### src/rtl/axi_rd_ctrl_pkg.sv
`default_nettype none
// ============================================================================
// Module      : axi_rd_ctrl_pkg
// Description : Shared AXI4-lite read-path widths, response codes and states.
// Revision    : 1.0 - initial release
// ============================================================================
package axi_rd_ctrl_pkg;

    localparam int AXI_ADDR_WIDTH = 32;
    localparam int AXI_DATA_WIDTH = 32;

    localparam logic [1:0] RESP_OKAY   = 2'b00;
    localparam logic [1:0] RESP_DECERR = 2'b11;

    localparam int NUM_MASTERS = 3;
    localparam int NUM_SLAVES  = 6;
    localparam int REGION_W    = 4;

    typedef enum logic [1:0] {
        RD_IDLE  = 2'd0,
        RD_ARVLD = 2'd1,
        RD_RVLD  = 2'd2,
        RD_ERR   = 2'd3
    } rd_state_e;

endpackage
`default_nettype wire

### src/rtl/axi_rr_arbiter.sv
`default_nettype none
// ============================================================================
// Module      : axi_rr_arbiter
// Description : 3-way round-robin pick with a registered last-served pointer.
// Revision    : 1.0 - initial release
// ============================================================================
module axi_rr_arbiter (
    input  logic       clk_i,
    input  logic       rst_i,
    input  logic [2:0] req_i,
    input  logic       upd_i,
    input  logic [1:0] upd_idx_i,
    output logic [2:0] grant_o,
    output logic [1:0] grant_idx_o
);

    logic [1:0] last_q;
    logic [1:0] last_d;
    logic [1:0] cand;
    logic       found;

    // Search begins one past the last master that completed.
    always_comb begin
        grant_o     = '0;
        grant_idx_o = '0;
        found       = 1'b0;
        cand        = '0;
        for (int k = 0; k < 3; k++) begin
            cand = 2'((int'(last_q) + 1 + k) % 3);
            if (!found && req_i[cand]) begin
                found         = 1'b1;
                grant_idx_o   = cand;
                grant_o[cand] = 1'b1;
            end
        end
    end

    always_comb begin
        last_d = last_q;
        if (upd_i) begin
            last_d = upd_idx_i;
        end
    end

    always_ff @(posedge clk_i or posedge rst_i) begin
        if (rst_i) begin
            last_q <= 2'd2;
        end else begin
            last_q <= last_d;
        end
    end

endmodule
`default_nettype wire

### src/rtl/axi_rd_ctrl.sv
`default_nettype none
// ============================================================================
// Module      : axi_rd_ctrl
// Description : AXI4-lite read controller: 3 masters, 6 slaves, local DECERR.
// Revision    : 1.0 - initial release
// ============================================================================
module axi_rd_ctrl #(
    parameter int AXI_ADDR_WIDTH = axi_rd_ctrl_pkg::AXI_ADDR_WIDTH,
    parameter int AXI_DATA_WIDTH = axi_rd_ctrl_pkg::AXI_DATA_WIDTH
) (
    input  logic                        ACLK,
    input  logic                        ARESET,
    input  logic [2:0]                  m_arvalid,
    output logic [2:0]                  m_arready,
    input  logic [3*AXI_ADDR_WIDTH-1:0] m_araddr,
    input  logic [8:0]                  m_arprot,
    output logic [2:0]                  m_rvalid,
    input  logic [2:0]                  m_rready,
    output logic [3*AXI_DATA_WIDTH-1:0] m_rdata,
    output logic [5:0]                  m_rresp,
    output logic [5:0]                  s_arvalid,
    input  logic [5:0]                  s_arready,
    output logic [AXI_ADDR_WIDTH-1:0]   s_araddr,
    output logic [2:0]                  s_arprot,
    input  logic [5:0]                  s_rvalid,
    output logic [5:0]                  s_rready,
    input  logic [6*AXI_DATA_WIDTH-1:0] s_rdata,
    input  logic [11:0]                 s_rresp,
    output logic [2:0]                  rd_grant,
    output logic                        rd_busy
);
    import axi_rd_ctrl_pkg::*;

    rd_state_e                 state_q, state_d;
    logic [1:0]                gidx_q, gidx_d;
    logic [2:0]                sel_q, sel_d;
    logic [AXI_ADDR_WIDTH-1:0] addr_q, addr_d;
    logic [2:0]                prot_q, prot_d;
    logic                      errrsp_q, errrsp_d;

    logic [2:0]                arb_grant;
    logic [1:0]                arb_idx;
    logic                      arb_upd;
    logic [AXI_ADDR_WIDTH-1:0] req_addr;
    logic [REGION_W-1:0]       req_region;

    axi_rr_arbiter u_arb (
        .clk_i       (ACLK),
        .rst_i       (ARESET),
        .req_i       (m_arvalid),
        .upd_i       (arb_upd),
        .upd_idx_i   (gidx_q),
        .grant_o     (arb_grant),
        .grant_idx_o (arb_idx)
    );

    assign req_addr   = m_araddr[int'(arb_idx)*AXI_ADDR_WIDTH +: AXI_ADDR_WIDTH];
    assign req_region = req_addr[AXI_ADDR_WIDTH-1 -: REGION_W];
    assign rd_busy    = (state_q != RD_IDLE);

    always_comb begin
        state_d   = state_q;
        gidx_d    = gidx_q;
        sel_d     = sel_q;
        addr_d    = addr_q;
        prot_d    = prot_q;
        errrsp_d  = errrsp_q;
        arb_upd   = 1'b0;
        m_arready = '0;
        m_rvalid  = '0;
        m_rdata   = '0;
        m_rresp   = '0;
        s_arvalid = '0;
        s_rready  = '0;
        rd_grant  = '0;
        s_araddr  = addr_q;
        s_arprot  = prot_q;

        if (state_q != RD_IDLE) begin
            rd_grant[gidx_q] = 1'b1;
        end

        case (state_q)
            RD_IDLE: begin
                if (|arb_grant) begin
                    gidx_d   = arb_idx;
                    sel_d    = req_region[2:0];
                    addr_d   = req_addr;
                    prot_d   = m_arprot[int'(arb_idx)*3 +: 3];
                    errrsp_d = 1'b0;
                    state_d  = (int'(req_region) < NUM_SLAVES) ? RD_ARVLD : RD_ERR;
                end
            end
            RD_ARVLD: begin
                s_arvalid[sel_q]  = 1'b1;
                m_arready[gidx_q] = s_arready[sel_q];
                if (s_arready[sel_q]) begin
                    state_d = RD_RVLD;
                end
            end
            RD_RVLD: begin
                m_rvalid[gidx_q] = s_rvalid[sel_q];
                m_rdata[int'(gidx_q)*AXI_DATA_WIDTH +: AXI_DATA_WIDTH] =
                    s_rdata[int'(sel_q)*AXI_DATA_WIDTH +: AXI_DATA_WIDTH];
                m_rresp[int'(gidx_q)*2 +: 2] = s_rresp[int'(sel_q)*2 +: 2];
                s_rready[sel_q] = m_rready[gidx_q];
                if (s_rvalid[sel_q] && m_rready[gidx_q]) begin
                    arb_upd = 1'b1;
                    state_d = RD_IDLE;
                end
            end
            RD_ERR: begin
                // First ERR cycle accepts the address; the response follows.
                if (!errrsp_q) begin
                    m_arready[gidx_q] = 1'b1;
                    errrsp_d          = 1'b1;
                end else begin
                    m_rvalid[gidx_q]             = 1'b1;
                    m_rresp[int'(gidx_q)*2 +: 2] = RESP_DECERR;
                    if (m_rready[gidx_q]) begin
                        arb_upd = 1'b1;
                        state_d = RD_IDLE;
                    end
                end
            end
            default: state_d = RD_IDLE;
        endcase
    end

    always_ff @(posedge ACLK or posedge ARESET) begin
        if (ARESET) begin
            state_q  <= RD_IDLE;
            gidx_q   <= '0;
            sel_q    <= '0;
            addr_q   <= '0;
            prot_q   <= '0;
            errrsp_q <= 1'b0;
        end else begin
            state_q  <= state_d;
            gidx_q   <= gidx_d;
            sel_q    <= sel_d;
            addr_q   <= addr_d;
            prot_q   <= prot_d;
            errrsp_q <= errrsp_d;
        end
    end

endmodule
`default_nettype wire

### config.mk
export PLATFORM = sky130hd
export DESIGN_NAME = axi_rd_ctrl
export DESIGN_NICKNAME = d
export VERILOG_FILES = /design/src/rtl/axi_rd_ctrl_pkg.sv /design/src/rtl/axi_rr_arbiter.sv /design/src/rtl/axi_rd_ctrl.sv
export SDC_FILE = /design/constraint.sdc
export NUM_CORES = 1
export LEC_CHECK = 0
export ABC_CLOCK_PERIOD_IN_PS = 3500
export BUFFER_PORTS_ARGS = -buffer_cell sky130_fd_sc_hd__buf_2
export CAP_MARGIN = 5
export CORE_AREA = 2 2 191 193
export DETAILED_ROUTE_END_ITERATION = 12
export DIE_AREA = 0 0 193 195
export PLACE_DENSITY = 0.4
export SLEW_MARGIN = 20
export SYNTH_ARGS = -nofsm -noshare
export SYNTH_HDL_FRONTEND = slang
export SYNTH_HIERARCHICAL = 1
export SYNTH_SLANG_ARGS = --single-unit
### constraint.sdc
create_clock -name ACLK -period 3.5 [get_ports ACLK]
set_input_delay 0.175 -clock ACLK [delete_from_list [all_inputs] [get_ports ACLK]]
set_output_delay 0.175 -clock ACLK [all_outputs]
set_load 0.005 [all_outputs]
==> flow_summary.json <==
{
  "power_uw": 6270,
  "routed_wirelength_um": 31000,
  "htreeDepth": 2,
  "vias": 6825,
  "synth_edf_count": 0,
  "layout.nets": 1479,
  "grt_pass1_wl_um": 42700,
  "power_density_nw_per_um2": 766,
  "clk_latency_ns": 0.28,
  "grt_max_degree": 55,
  "clock_tree.root_cell": "clkbuf_16",
  "cp_data_required_time_ns": 3.71,
  "start_kind": "register",
  "vdd_drop_max_v": 0.000268,
  "grt_usage": 0.154,
  "arrival_ns": 3.23,
  "relSlewSlack": 0.386,
  "synth_seq_cells": 42,
  "drtIter0Drc": 284,
  "holdCritStartpoint": "m_araddr[72]",
  "initial_core_util": 0.143,
  "wl_per_cell_um": 19.2,
  "end_kind": "register",
  "netlist_area_um2": 5050,
  "drive_gt1_frac": 0.505,
  "viasPerCell": 4.24,
  "area_growth_pct": 61.9,
  "setup_tns_ns": 0,
  "fmax_ghz": 0.331,
  "drc_errors": 0,
  "synth_simple_gate_area_share": 0.219,
  "dieArea_um2": 37600,
  "grt_overflow": 0,
  "antenna_found_initial": 14,
  "yosysSeqAreaShare": 0.208,
  "maxSlewViolCount": 0,
  "rr_startpoint": "u_arb/last_q[0]",
  "dieWidth_um": 193,
  "period_share": 0.864,
  "dr.pass1.iters": 6,
  "n_fill_cell": 4072,
  "first_global_vias": 6645,
  "rsz0062_at_grt": "no",
  "syn_inst": 682,
  "finalCriticalPeriod_ns": 3.02,
  "fp.coreArea_um2": 35400,
  "synth_top_family_by_area": "multiplexers",
  "synth-xor-area-share": 0,
  "hold_violations": 0,
  "outcome": "finished clean",
  "p_leak_uw": 0.00421,
  "placement.cell_area_um2": 8010,
  "clock_skew_ns": 0.00304,
  "syn_area_per_cell_um2": 7.41,
  "critPathKind": "reg2reg",
  "synth.area.mux_share": 0.249,
  "io_buffers": 487,
  "yosys.area_share.adder": 0.0248,
  "routabilityCongestion": 0.839,
  "clk_path_buf_depth": 2,
  "synth_compound_area_frac": 0.227,
  "cap_violations": 0,
  "design_area_um2": 8180,
  "setup_violations": 0,
  "cts_sinks": 42,
  "ant_nets": 0,
  "cp-startpoint": "u_arb/last_q[0]",
  "worst_pin_slew_ns": 0.920,
  "critPathMaxFanout": 54,
  "dp_hpwl_um": 26300,
  "clkTransAtPathRegs_ns": 0.06,
  "dieHeight_um": 195,
  "synthDistinctLibCells": 46,
  "rows": 69,
  "syn_nets": 1021,
  "synth_ff_type": "dfrtp_1",
  "cts_tree": "built",
  "min_path_type": "in2reg",
  "cts_buffers": 5,
  "synth_warnings": 6,
  "synthArstFlopShare": 1.00,
  "ios": 488,
  "final.setup.worst_slack_ns": 0.476,
  "pre_cts_ws_ns": 0.491
}
[area by class of cell]
class | count | area, um2 | area share
Clock buffer | 7 | 143 | 0.0174
Sequential cell | 42 | 1060 | 0.129
Timing Repair Buffer | 512 | 2650 | 0.324
Antenna cell | 7 | 17.5 | 0.00214
Tap cell | 461 | 577 | 0.0705
Inverter | 12 | 45.0 | 0.00551
Multi-Input combinational cell | 567 | 3680 | 0.450
Clock inverter | 1 | 5.00 | 0.000612
[critical path, cell delays in order (launching register included)]
cell      delay (ns)
dfrtp_1         0.38
inv_1           0.09
ha_1            0.45
nand3b_1        0.21
o21ai_1         0.43
nand2_1         0.14
o31ai_2         0.08
nor3_1          0.07
buf_4           0.16
nor2_4          0.42
buf_12          0.31
nor2_1          0.07
a21oi_1         0.12
[cells in the mapped netlist, drive strengths merged (10+ instances only)]
library cell | instances | share of area
a22oi | 18 | 0.027
ha | 10 | 0.025
buf | 41 | 0.049
mux2 | 25 | 0.056
clkbuf | 20 | 0.015
nand2 | 42 | 0.031
nor2b | 10 | 0.014
dfrtp | 41 | 0.20
inv | 12 | 0.0089
o21ai | 42 | 0.042
a21oi | 76 | 0.075
mux4 | 10 | 0.045
nor2 | 181 | 0.13
mux2i | 75 | 0.15
[timing repair]
| action | in CTS | in global routing |
|---|---|---|
| hold buffers | 1 | 0 |
| setup buffers | 0 | 0 |
| resized for setup | 0 | 0 |
| endpoints found under the hold margin | 2 | 0 |
[metal layers]
| layer | up-vias | GRT usage | wire length (um) |
|---|---|---|---|
| met1 | 3127 | 0.168 | 11700 |
| met2 | 320 | 0.304 | 16600 |
| met4 | 6 | 0.0311 | 480 |
| li1 | 3343 | - | - |
| met3 | 29 | 0.0266 | 2140 |
| met5 | - | 0 | 32 |
[report_power, final]
part	switching [uW]	internal, uW	total (uW)
Combinational	2800	1930	4730
Sequential	311	746	1060
Clock	197	283	480
[layout by cell type (no fill, tap or decap), types with 3 or more instances in the layout]
cell type	count
clkbuf_16	5
nand3b_1	3
a222oi_1	3
nor2_1	179
a221oi_2	6
ha_1	10
nand2_1	42
a21oi_1	76
nand2b_1	4
mux2i_1	75
buf_4	22
a22o_1	9
dfrtp_1	38
mux4_2	10
nor2b_1	7
o21ai_1	4
buf_2	487
diode_2	7
o211ai_1	9
o21ai_0	37
inv_1	10
a2bb2oi_1	4
nor3_1	6
and2_1	7
a22oi_1	18
mux2_2	25
o22ai_1	6
[state kept, by name (all words and copies together) (netlist names)]
register and flops:
errrsp_q 1, gidx_q 2, s_araddr 30, s_arprot 3, sel_q 2, state_q 2
u_arb/last_q 2
[per-stage QoR]
stage | utilization | hold slack, ns | cells
after global placement | 0.226 | 0.0509 | 1593
after detailed placement | 0.226 | 0.0559 | 1593
after CTS | 0.231 | 0.170 | 1602
after floorplan | - | -0.0845 | 682
final | 0.231 | 0.178 | 1609
after global routing | 0.231 | 0.188 | 1606
[kinds of logic (layout without fill, tap and decap cells)]
| family | after synthesis | after routing |
|---|---|---|
| and+or+nand+nor | 265 | 265 |
| AOI/OAI and AO/OA | 182 | 182 |
| muxes | 110 | 110 |
| buffers and inverters | 73 | 532 |
| DFF | 42 | 42 |
| adders and majority gates | 10 | 10 |
| other | 0 | 7 |
[final timing paths]
check | end | slack (ns) | depth (start not counted)
hold reg to reg | s_araddr[31] | 0.52 | 2
min in group asynchronous | u_arb/last_q[0] | 0.33 | 3
setup / recovery | s_araddr[13] | 0.48 | 12
setup reg to reg | s_araddr[13] | 0.48 | 12
hold / removal | s_araddr[8] | 0.18 | 3
max in group asynchronous | sel_q[0] | 2.14 | 3
(Power assumes the default switching activity.)
